### config.mk
export PLATFORM = sky130hd
export DESIGN_NAME = keyboard_key_buffer
export DESIGN_NICKNAME = d
export VERILOG_FILES = /design/src/rtl/kbd_pkg.sv /design/src/rtl/kbd_sync_fifo.sv /design/src/rtl/keyboard_key_buffer.sv
export SDC_FILE = /design/constraint.sdc
export NUM_CORES = 1
export LEC_CHECK = 0
export ABC_AREA = 1
export BUFFER_PORTS_ARGS = -buffer_cell sky130_fd_sc_hd__buf_4
export CORE_UTILIZATION = 36
export CTS_CLUSTER_DIAMETER = 50
export DETAILED_ROUTE_END_ITERATION = 8
export SETUP_SLACK_MARGIN = 0.1
export SKIP_CTS_REPAIR_TIMING = 1
export SYNTH_ARGS = -nofsm -noshare
export SYNTH_HDL_FRONTEND = slang
export SYNTH_SLANG_ARGS = --single-unit
### constraint.sdc
create_clock -name clock -period 2.4 [get_ports clock]
set_input_delay 0.48 -clock clock [delete_from_list [all_inputs] [get_ports clock]]
set_output_delay 0.48 -clock clock [all_outputs]
set_load 0.01 [all_outputs]
### src/rtl/kbd_pkg.sv
// kbd_pkg: register map and field positions shared by the keypad key buffer.
// Rev 1.0
`default_nettype none

package kbd_pkg;

    localparam logic [2:0] KBD_DATA   = 3'b000;
    localparam logic [2:0] KBD_STATUS = 3'b010;
    localparam logic [2:0] KBD_CTRL   = 3'b100;

    localparam int STAT_NEMPTY_BIT = 0;
    localparam int STAT_FULL_BIT   = 1;
    localparam int STAT_OVF_BIT    = 2;
    localparam int STAT_CNT_LSB    = 4;

    localparam int CTRL_IRQEN_BIT  = 0;
    localparam int CTRL_FLUSH_BIT  = 1;

    localparam int DATA_VALID_BIT  = 15;

    function automatic logic [15:0] status_word(input logic [3:0] cnt,
                                                input logic       ovf,
                                                input logic       full,
                                                input logic       nempty);
        logic [15:0] w;
        w                      = '0;
        w[STAT_CNT_LSB +: 4]   = cnt;
        w[STAT_OVF_BIT]        = ovf;
        w[STAT_FULL_BIT]       = full;
        w[STAT_NEMPTY_BIT]     = nempty;
        return w;
    endfunction

endpackage

`default_nettype wire

### src/rtl/kbd_sync_fifo.sv
// kbd_sync_fifo: small synchronous FIFO of 4-bit key codes; full/empty derive from count.
// Rev 1.0
`default_nettype none

module kbd_sync_fifo #(
    parameter int DEPTH = 8,
    parameter int AW    = 3
) (
    input  logic          clk_i,
    input  logic          rst_ni,
    input  logic          push_i,
    input  logic          pop_i,
    input  logic          flush_i,
    input  logic [3:0]    din_i,
    output logic [3:0]    dout_o,
    output logic [AW:0]   count_o,
    output logic          full_o,
    output logic          empty_o
);

    logic [3:0]    mem_q [DEPTH];
    logic [AW-1:0] wr_ptr_q, wr_ptr_d;
    logic [AW-1:0] rd_ptr_q, rd_ptr_d;
    logic [AW:0]   count_q,  count_d;
    logic          do_push;
    logic          do_pop;

    assign full_o  = (count_q == (AW+1)'(DEPTH));
    assign empty_o = (count_q == '0);
    assign count_o = count_q;
    assign dout_o  = mem_q[rd_ptr_q];

    // A pop frees a slot in the same cycle, so a full FIFO still accepts push+pop.
    assign do_pop  = pop_i & ~empty_o;
    assign do_push = push_i & ~flush_i & (~full_o | do_pop);

    always_comb begin
        wr_ptr_d = wr_ptr_q;
        rd_ptr_d = rd_ptr_q;
        count_d  = count_q;
        if (flush_i) begin
            wr_ptr_d = '0;
            rd_ptr_d = '0;
            count_d  = '0;
        end else begin
            if (do_push) wr_ptr_d = wr_ptr_q + 1'b1;
            if (do_pop)  rd_ptr_d = rd_ptr_q + 1'b1;
            case ({do_push, do_pop})
                2'b10:   count_d = count_q + 1'b1;
                2'b01:   count_d = count_q - 1'b1;
                default: count_d = count_q;
            endcase
        end
    end

    always_ff @(posedge clk_i or negedge rst_ni) begin
        if (!rst_ni) begin
            wr_ptr_q <= '0;
            rd_ptr_q <= '0;
            count_q  <= '0;
        end else begin
            wr_ptr_q <= wr_ptr_d;
            rd_ptr_q <= rd_ptr_d;
            count_q  <= count_d;
        end
    end

    always_ff @(posedge clk_i) begin
        if (do_push) mem_q[wr_ptr_q] <= din_i;
    end

endmodule

`default_nettype wire

### src/rtl/keyboard_key_buffer.sv
// keyboard_key_buffer: buffers keypad events and exposes DATA/STATUS/CTRL registers plus a level IRQ.
// Rev 1.0
`default_nettype none

module keyboard_key_buffer
    import kbd_pkg::*;
#(
    parameter int DEPTH = 8,
    parameter int AW    = 3
) (
    input  logic        clock,
    input  logic        reset,
    input  logic        key_valid,
    input  logic [3:0]  key_code,
    input  logic        kbd_ctrl,
    input  logic        read_enable,
    input  logic        write_enable,
    input  logic [2:0]  address,
    input  logic [15:0] write_data,
    output logic [15:0] read_data_output,
    output logic        key_irq
);

    logic        rd_sel, wr_sel;
    logic        data_rd, stat_rd, ctrl_wr;
    logic        flush;
    logic        ovf_set;
    logic [3:0]  fifo_dout;
    logic [AW:0] fifo_count;
    logic [3:0]  count4;
    logic        fifo_full, fifo_empty;

    logic        overflow_q, overflow_d;
    logic        irq_en_q,   irq_en_d;
    logic        key_irq_q,  key_irq_d;
    logic [15:0] rdata_q,    rdata_d;

    assign rd_sel  = kbd_ctrl & read_enable;
    assign wr_sel  = kbd_ctrl & write_enable;
    assign data_rd = rd_sel & (address == KBD_DATA);
    assign stat_rd = rd_sel & (address == KBD_STATUS);
    assign ctrl_wr = wr_sel & (address == KBD_CTRL);
    assign flush   = ctrl_wr & write_data[CTRL_FLUSH_BIT];
    assign count4  = 4'(fifo_count);

    // Full implies non-empty, so any DATA read pops and makes room for the push.
    assign ovf_set = key_valid & fifo_full & ~data_rd & ~flush;

    kbd_sync_fifo #(
        .DEPTH (DEPTH),
        .AW    (AW)
    ) u_fifo (
        .clk_i   (clock),
        .rst_ni  (reset),
        .push_i  (key_valid),
        .pop_i   (data_rd),
        .flush_i (flush),
        .din_i   (key_code),
        .dout_o  (fifo_dout),
        .count_o (fifo_count),
        .full_o  (fifo_full),
        .empty_o (fifo_empty)
    );

    always_comb begin
        overflow_d = overflow_q;
        irq_en_d   = irq_en_q;
        rdata_d    = rdata_q;
        key_irq_d  = irq_en_q & ~fifo_empty;

        // A new overflow outranks the clear-on-read so the event is never lost.
        if (flush)        overflow_d = 1'b0;
        else if (ovf_set) overflow_d = 1'b1;
        else if (stat_rd) overflow_d = 1'b0;

        if (ctrl_wr) irq_en_d = write_data[CTRL_IRQEN_BIT];

        if (rd_sel) begin
            case (address)
                KBD_DATA: begin
                    rdata_d = '0;
                    if (!fifo_empty) begin
                        rdata_d[DATA_VALID_BIT] = 1'b1;
                        rdata_d[3:0]            = fifo_dout;
                    end
                end
                KBD_STATUS: rdata_d = status_word(count4, overflow_q | ovf_set,
                                                  fifo_full, ~fifo_empty);
                KBD_CTRL:   rdata_d = {15'd0, irq_en_q};
                default:    rdata_d = '0;
            endcase
        end
    end

    always_ff @(posedge clock or negedge reset) begin
        if (!reset) begin
            overflow_q <= 1'b0;
            irq_en_q   <= 1'b0;
            key_irq_q  <= 1'b0;
            rdata_q    <= '0;
        end else begin
            overflow_q <= overflow_d;
            irq_en_q   <= irq_en_d;
            key_irq_q  <= key_irq_d;
            rdata_q    <= rdata_d;
        end
    end

    assign read_data_output = rdata_q;
    assign key_irq          = key_irq_q;

endmodule

`default_nettype wire

==> results.ini <==
[global_route]
grt_pass1_vias=1682
grt_usage_pct=14.3
grt-ovfl-total=0
grt_max_degree=23
grt_pass1_wl_um=8110
antenna_found_initial=0

[synthesis]
synth.distinct_cells=33
synthDominantCellAreaShare_pct=37.3
ys_ff_latch=54
seq_area_frac_synth_pct=58.7
yosysWarnings=0
synth_area_leaders=edfxtp_1 (37%), dfrtp_1 (21%), nand2_1 (6.6%), o21ai_0 (5.4%), nor2_1 (4.7%)
synthCells=249
syn_area_per_cell_um2=10.3
synthesis.area_um2=2570
synth_top_area_cell=edfxtp_1

[clocking]
htreeDepth=2
clk_latency_ps=310
clk_pin_slew_ps=100
numCtsBuffers=5
cts_root_buf=clkbuf_8
cts_sinks=54
cts_tree=built
clk_path_buf_depth=2

[layout]
antenna_cells=0
syn_to_final_growth_pct=15.3
multi_input_area_um2=926
finalNetCount=314
final_common_cell=nand2_1
regArea_um2=1510
drive_above_1_share_pct=22.0
layout_common_cells=nand2_1 (45), nor2_1 (32), edfxtp_1 (32)
finalNonFillerCells=378
fillers=685

[timing]
setup_viol=0
finalCriticalPeriod_ps=2010
rsz0062_at_grt=false
fin_skew_ps=6.47
fin_crit_sh_pct=83.7
finalHoldViolations=0
fmax_ghz=0.498
drv_slew=0
setup-tns-final_ps=0

[placed_design]
port_buffers=24
dp.cells=370
gp_congestion=0.786
dp_hpwl_um=3650

[drt]
drtIter0Drc=120
wirelength_um=4930
drc=0
antenna_left=0
drt-pass1-iter-count=4
num_vias=1764
via_per_inst=4.67
routedWlPerCell_um=13.1

[power_and_ir_drop]
p_sw_mw=1.04
power_frac_comb_pct=33.9
p_leak_nw=1.27
p_clk_share_pct=19.3
peakVddDrop_mv=0.297
p_int_mw=1.76
power_frac_seq_pct=46.8
power.density_nw_per_um2=943
p_sw_share_pct=37.0

[floorplan]
num_rows=30
die_x_um=86.6
core_region_area_um2=6870
pin_count=46
start_util_pct=37.5
die-area_um2=7500
die_h_um=86.6

[worst_setup_path]
arrival_ps=2220
cp-start-kind=flip-flop
setup.worst_path.class=flip-flop to flip-flop
critPathMaxFanout=10
end_kind=flip-flop
critical_path_required_ps=2610

[job]
maxCapViolCount=0

[min_path]
min_path_type=input pin to async pin

[status]
status=finished, final reports clean

cells in the mapped netlist, drive strengths merged:
library cell,instances
nand2,54
clkinv,3
edfxtp,32
or2,1
o21ai,30
nor2,37
a31oi,1
nor3,2
a31o,1
nand4,2
nand3,15
a21oi,3
o22ai,5
a21boi,1
dfrtp,22
inv,21
ha,4
o221ai,4
buf,10
conb,1
per-stage QoR:
| stage | power [mW] | hold WS (ps) | setup WS [ps] | util, % | instance area [um2] |
|---|---|---|---|---|---|
| after floorplan | 1.98 | 184 | 557 | - | 2600 |
| after global placement | 2.27 | 387 | 364 | 41.7 | 2870 |
| after detailed placement | 2.28 | 394 | 334 | 41.7 | 2870 |
| after CTS | 2.82 | 53.1 | 388 | 43.2 | 2970 |
| after global routing | 3.00 | 58.8 | 195 | 43.2 | 2970 |
| final | 2.80 | 44.7 | 391 | 43.2 | 2970 |
worst paths after layout:
check	endpoint	slack, ps	startpoint	cells after the start
worst min-delay path	key_irq	40	reset	1
max in group asynchronous	u_fifo.count_o[2]	2120	reset	1
worst max-delay path	u_fifo.count_o[3]	390	u_fifo.count_o[0]	14
min in group clock	u_fifo.mem_q[0][1]	410	key_code[1]	1
worst max register to register	u_fifo.count_o[3]	390	u_fifo.count_o[0]	14
worst min register to register	read_data_output[15]	490	read_data_output[15]	2
power by group through the flow:
stage	clock (mW)	sequential (mW)	combinational (mW)
detailed placement	0	1.33	0.951
CTS	0.558	1.31	0.957
finish	0.539	1.31	0.949
global route	0.587	1.34	1.07
floorplan	0	1.31	0.670
global placement	0	1.32	0.941
worst max-delay path, cell delays in order (launching register included):
cell and delay, ps:
dfrtp_1 410, inv_1 140, nand2_2 100, nor2_4 220, nor2_8 100, nand2_4 120
clkinv_2 70, ha_1 330, nand2_1 60, inv_1 50, nand3_1 80, nand2_1 80
nand2_1 50, nand3_1 60, nand2_1 50
metal layers:
layer  global-route usage, %  up-vias  wire length, um
li1                        -      897                -
met1                    19.5      821             2290
met2                    22.5       37             2340
met3                    2.95        9              191
met4                    5.30        0              114
met5                       0        -                0
logic make-up after synthesis:
logic type	after synthesis	synth area share [%]
AND/OR/NAND/NOR	111	22.7
buffers and inverters	34	6.22
flip-flops	54	58.7
adder cells (fa/ha/maj)	4	1.94
other	1	0.146
AO/OA/AOI/OAI	45	10.3
flip-flops by register name (all words and copies together) (netlist names):
register          flops
u_fifo.mem_q         32
read_data_output      9
u_fifo.count_o        4
u_fifo.rd_ptr_q       3
u_fifo.wr_ptr_q       3
irq_en_q              1
key_irq               1
overflow_q            1
final cells by class:
| type | count | area share [%] |
|---|---|---|
| clock buffers | 6 | 2.78 |
| clock inverters | 2 | 0.590 |
| well taps | 96 | 4.05 |
| multi-input cells | 167 | 31.2 |
| inverters | 24 | 3.12 |
| flip-flops and latches | 54 | 50.9 |
| repair buffers | 29 | 7.34 |
No activity file was read; power rests on OpenSTA's default activity.
